===== src/rtl/serial_sort_engine.sv =====
// Odd-even transposition sorter: loads M words of N bits, sorts them in place, streams them out.
// Optional macro SORT_EARLY_EXIT_EN ends SORT after two consecutive phases without a swap.
module serial_sort_engine #(
  parameter int unsigned N = 7,
  parameter int unsigned M = 8
) (
  input  logic         clk,
  input  logic         rst_n,
  input  logic         in_valid,
  output logic         in_ready,
  input  logic [N-1:0] in_data,
  input  logic         desc,
  output logic         out_valid,
  input  logic         out_ready,
  output logic [N-1:0] out_data,
  output logic         out_last,
  output logic         busy
);
  localparam int unsigned IW = $clog2(M);
  localparam logic [IW-1:0] LAST = IW'(M - 1);

  typedef enum logic [1:0] {S_LOAD, S_SORT, S_UNLOAD} state_e;

  state_e        state_q, state_d;
  logic [N-1:0]  r_q [M];
  logic [N-1:0]  r_d [M];
  logic [IW-1:0] idx_q, idx_d;
  logic [IW-1:0] p_q, p_d;
  logic          dir_q, dir_d;
  logic          in_ready_q, out_valid_q, out_last_q, busy_q;
  logic [N-1:0]  out_data_q;
`ifdef SORT_EARLY_EXIT_EN
  logic          any_swap;
  logic          swapped_q, swapped_d;
`endif

  // Next-state: load one word, run one transposition phase, or emit one word per cycle.
  always_comb begin
    state_d = state_q;
    r_d     = r_q;
    idx_d   = idx_q;
    p_d     = p_q;
    dir_d   = dir_q;
`ifdef SORT_EARLY_EXIT_EN
    any_swap  = 1'b0;
    swapped_d = swapped_q;
`endif
    unique case (state_q)
      S_LOAD: begin
        if (in_valid && in_ready_q) begin
          r_d[idx_q] = in_data;
          if (idx_q == '0) dir_d = desc;
          if (idx_q == LAST) begin
            idx_d   = '0;
            p_d     = '0;
            state_d = S_SORT;
          end else begin
            idx_d = idx_q + 1'b1;
          end
        end
      end
      S_SORT: begin
        // Pairs start at even index on even phases, odd index on odd phases.
        for (int i = 0; i < int'(M) - 1; i++) begin
          if ((1'(i) == p_q[0]) &&
              ((dir_q && (r_q[i] < r_q[i+1])) || (!dir_q && (r_q[i] > r_q[i+1])))) begin
            r_d[i]   = r_q[i+1];
            r_d[i+1] = r_q[i];
`ifdef SORT_EARLY_EXIT_EN
            any_swap = 1'b1;
`endif
          end
        end
        p_d = p_q + 1'b1;
        if (p_q == LAST) state_d = S_UNLOAD;
`ifdef SORT_EARLY_EXIT_EN
        swapped_d = any_swap;
        if ((p_q != '0) && !any_swap && !swapped_q) state_d = S_UNLOAD;
`endif
      end
      S_UNLOAD: begin
        if (out_ready && out_valid_q) begin
          if (idx_q == LAST) begin
            idx_d   = '0;
            state_d = S_LOAD;
          end else begin
            idx_d = idx_q + 1'b1;
          end
        end
      end
      default: state_d = S_LOAD;
    endcase
  end

  always_ff @(posedge clk or negedge rst_n) begin
    if (!rst_n) begin
      state_q <= S_LOAD;
      for (int i = 0; i < int'(M); i++) r_q[i] <= '0;
      idx_q       <= '0;
      p_q         <= '0;
      dir_q       <= 1'b0;
      in_ready_q  <= 1'b1;
      out_valid_q <= 1'b0;
      out_last_q  <= 1'b0;
      busy_q      <= 1'b0;
      out_data_q  <= '0;
`ifdef SORT_EARLY_EXIT_EN
      swapped_q   <= 1'b0;
`endif
    end else begin
      state_q     <= state_d;
      r_q         <= r_d;
      idx_q       <= idx_d;
      p_q         <= p_d;
      dir_q       <= dir_d;
      in_ready_q  <= (state_d == S_LOAD);
      out_valid_q <= (state_d == S_UNLOAD);
      out_last_q  <= (state_d == S_UNLOAD) && (idx_d == LAST);
      busy_q      <= (state_d != S_LOAD);
      out_data_q  <= r_d[idx_d];
`ifdef SORT_EARLY_EXIT_EN
      swapped_q   <= swapped_d;
`endif
    end
  end

  assign in_ready  = in_ready_q;
  assign out_valid = out_valid_q;
  assign out_last  = out_last_q;
  assign busy      = busy_q;
  assign out_data  = out_data_q;

endmodule


===== config.mk =====
export PLATFORM = sky130hd
export DESIGN_NAME = serial_sort_engine
export DESIGN_NICKNAME = d
export VERILOG_FILES = /design/src/rtl/serial_sort_engine.sv
export SDC_FILE = /design/constraint.sdc
export NUM_CORES = 1
export LEC_CHECK = 0
export CORE_MARGIN = 2
export CORE_UTILIZATION = 65
export DETAILED_ROUTE_END_ITERATION = 6
export GPL_TIMING_DRIVEN = 1
export PLACE_DENSITY = 0.86
export SYNTH_ARGS = -nofsm -noshare
export SYNTH_HDL_FRONTEND = slang
export SYNTH_SLANG_ARGS = --single-unit

===== constraint.sdc =====
create_clock -name clk -period 4.37 [get_ports clk]
set_input_delay 0.874 -clock clk [delete_from_list [all_inputs] [get_ports clk]]
set_output_delay 0.874 -clock clk [all_outputs]
set_load 0.02 [all_outputs]

==> results.md <==
* Status: completed
* Die width at 103 um
* Clk Latency, worst-skew pair at 0.39 ns
* Area grow syn2layout at 8.98%
* Clk root buf: clkbuf_8
* Crit-path cells: clkdlybuf4s50_1 -> nand3b_1 -> a21oi_1 -> nor2_1 -> a21oi_1 -> clkinv_1 -> a311oi_1 -> o221ai_1 -> o2111a_1
* Setup crit start kind: input port
* Final Hold Viols at 0
* Highest routed layer: met4
* Starting density of the core at 0.660
* Actual slew at the worst max-slew pin at about 1.0 ns
* # Post-CTS Setup Buffers at 0
* Placer Congestion at about 1.0
* Max capacitance violation total at 0
* Vias at 6864
* Main synth FF type: dfrtp_1
* Hold-fix buffers at CTS at 0
* Boundary Pins at 23
* Avg Cell Area, Syn at a little over 8 um^2
* CP max stage delay at 0.64 ns
* Total gr overflow at 0
* WL met2 at slightly above 9000 um
* Port Buffers at 22
* Post-synthesis cell count at 782
* All-Layer GR Usage at 0.412
* Met3 WL at 2810 um
* RSZ-0062 raised after global routing: false
* FF-to-FF setup slack at 0.83 ns
* Die Ht at slightly above 100 um
* Share of the synthesized area in the top cell type at 0.295
* Filler cells at 799
* Highest clock rate at 271 MHz
* Antenna violations before repair at 0
* Critical path endpoint category: register
* Post-DR wirelength/cell at ~23 um
* EDFF count, synth at 0
* Number of global-route vias before repair at 6372
* Met1 wire length at 8220 um
* FF-to-FF path depth at 10
* Worst r2r src: r_q[43]$_DFF_PN0_
* Final setup fails at 0
* Slew Viols, Final at 0
* Min cycle time layout at 3.69 ns
* Worst-path clk slew at 0.08 ns
* DP HPWL at 15800 um
* Cell mode on critical path: a21oi_1
* Register area share after synthesis at 0.299
* Largest net degree at the start of global routing at 77
* Final-stage net count at around 860
* Core region area at 9640 um^2
* FP Rows at 36
* Mapped cell area at between 6000 and 7000 um^2
* CTS tree: yes
* Hold Path End: p_q[1]$_DFFE_PN0P_
* # clock sinks at 76
* Yosys cell types at 67
* R2R Path End: out_data[0]$_DFF_PN0_
* HP Class: register to register
* Hold Path Cell Cnt at 1
* Vias per inst at 7.40
* Pre-antenna DRT Iters at 6
* DRT iter0 DRCs at 873
* Die area at 10600 um^2
* ANT nets after route at 0
* Crit path DAT at 3.95 ns
* CTS Buffer Depth at 2
* Worst Path Required at 4.64 ns
* Diodes inserted at 0
* Worst hold slack at 0.511 ns
* Num CTS Buffers at 9
* Critical-path maximum fanout at 10
* DRC at 0
* Crit Path Class: input port to register
* Layout cells sized above 1 at 0.0692
* Synth area leader: dfrtp_1
* Clock Skew at ~0.018 ns
* # H-tree levels at 3
* HP Start: p_q[1]$_DFFE_PN0P_
* Slew headroom at 0.328
* Net Count, Synth at 848
* Setup TNS at 0 ns
* Register area at roughly 1900 um^2
* Multi-input logic area at approximately 4100 um^2
* Routed wire length at 21300 um
* Final worst-path cycle share at 0.844
* Global-route wire length before repair at 32900 um
* Top post-synthesis cells by area: dfrtp_1, ha_1, nand2_1, a21oi_1, o21ai_0
* Resized Gates After CTS at 0
* Highest-delay cell along the critical path: clkdlybuf4s50_1
* Yosys warns at 0
* Ys async rst share at 1.00
* Synth Register Bits at 76
-- through the flow --
stage	setup slack, ns	utilization	cell area [um^2]	std cells
2_1_floorplan	1.38	-	6370	782
3_3_place_gp	0.594	0.697	6710	912
3_5_place_dp	0.415	0.697	6710	912
4_1_cts	0.795	0.720	6940	928
5_1_grt	0.571	0.720	6940	928
6_report	0.682	0.720	6940	928
-- per-layer routing --
layer  GRT usage  vias to the layer above
met5           0                        -
met4       0.206                        0
met3       0.111                      124
met2       0.615                      540
met1       0.552                     3197
li1            -                     3003
-- layout make-up --
cell class,count,area share
clock inverters,7,0.0144
inverters,57,0.0308
clock buffers,9,0.0179
repair buffers,38,0.0487
well taps,133,0.0240
multi-input cells,608,0.590
flip-flops and latches,76,0.274
-- sequential cells by signal, indices dropped and copies added (netlist names) --
name       count
r_q           56
out_data       7
idx_q          3
p_q            3
state_q        2
busy           1
dir_q          1
in_ready       1
out_last       1
out_valid      1
-- worst max path at each step --
stage                                       end  startpoint  slack (ns)
after floorplan           out_data[2]$_DFF_PN0_    in_valid        1.38
after global placement    out_data[3]$_DFF_PN0_    in_valid        0.59
after detailed placement  out_data[4]$_DFF_PN0_    in_valid        0.41
after CTS                 out_data[4]$_DFF_PN0_    in_valid        0.79
after global routing      out_data[4]$_DFF_PN0_    in_valid        0.57
final                     out_data[4]$_DFF_PN0_    in_valid        0.68
-- kinds of logic after synthesis --
family                   count (synthesis)  synth area share
AO/OA/AOI/OAI                          283             0.320
AND/OR/NAND/NOR                        257             0.194
buffers and inverters                   98            0.0586
flip-flops                              76             0.299
adder cells (fa/ha/maj)                 54             0.106
multiplexers                            14            0.0224
-- critical path: cells and delay by family --
| family | cells | cell delay, ns |
|---|---|---|
| AND/OR/NAND/NOR | 2 | 0.20 |
| buffers and inverters | 2 | 1.15 |
| AO/OA/AOI/OAI | 5 | 1.73 |
-- cells in the final DEF, fill, tap and decap left out, types with 9 or more instances in the layout --
master	instances
a22oi_1	19
a21oi_1	53
o211ai_1	16
nand3_1	37
clkbuf_8	9
a31oi_1	9
nand2_1	103
ha_1	54
clkdlybuf4s50_1	21
mux2i_1	12
nand4_1	13
nor3_1	25
inv_1	56
nand3b_1	10
o21ai_0	50
a32o_1	9
dfrtp_1	75
buf_4	17
o221ai_1	10
nor2_1	27
-- cell usage after synthesis (all sizes together), types with 8 or more instances --
master  instances
nand4          13
nand2         103
dfrtp          75
nor2           27
mux2i          12
a31oi           9
o21ai          53
buf             8
nor3           25
a32o            9
nand3b         10
o31ai           8
a21oi          55
o221ai         10
clkbuf         33
nand3          37
o211ai         16
ha             54
inv            56
and2            9
a22oi          19
Power is left out: the tool's default activity adds up to more than one toggle a clock period on the data nets, which glitch-free logic cannot reach.
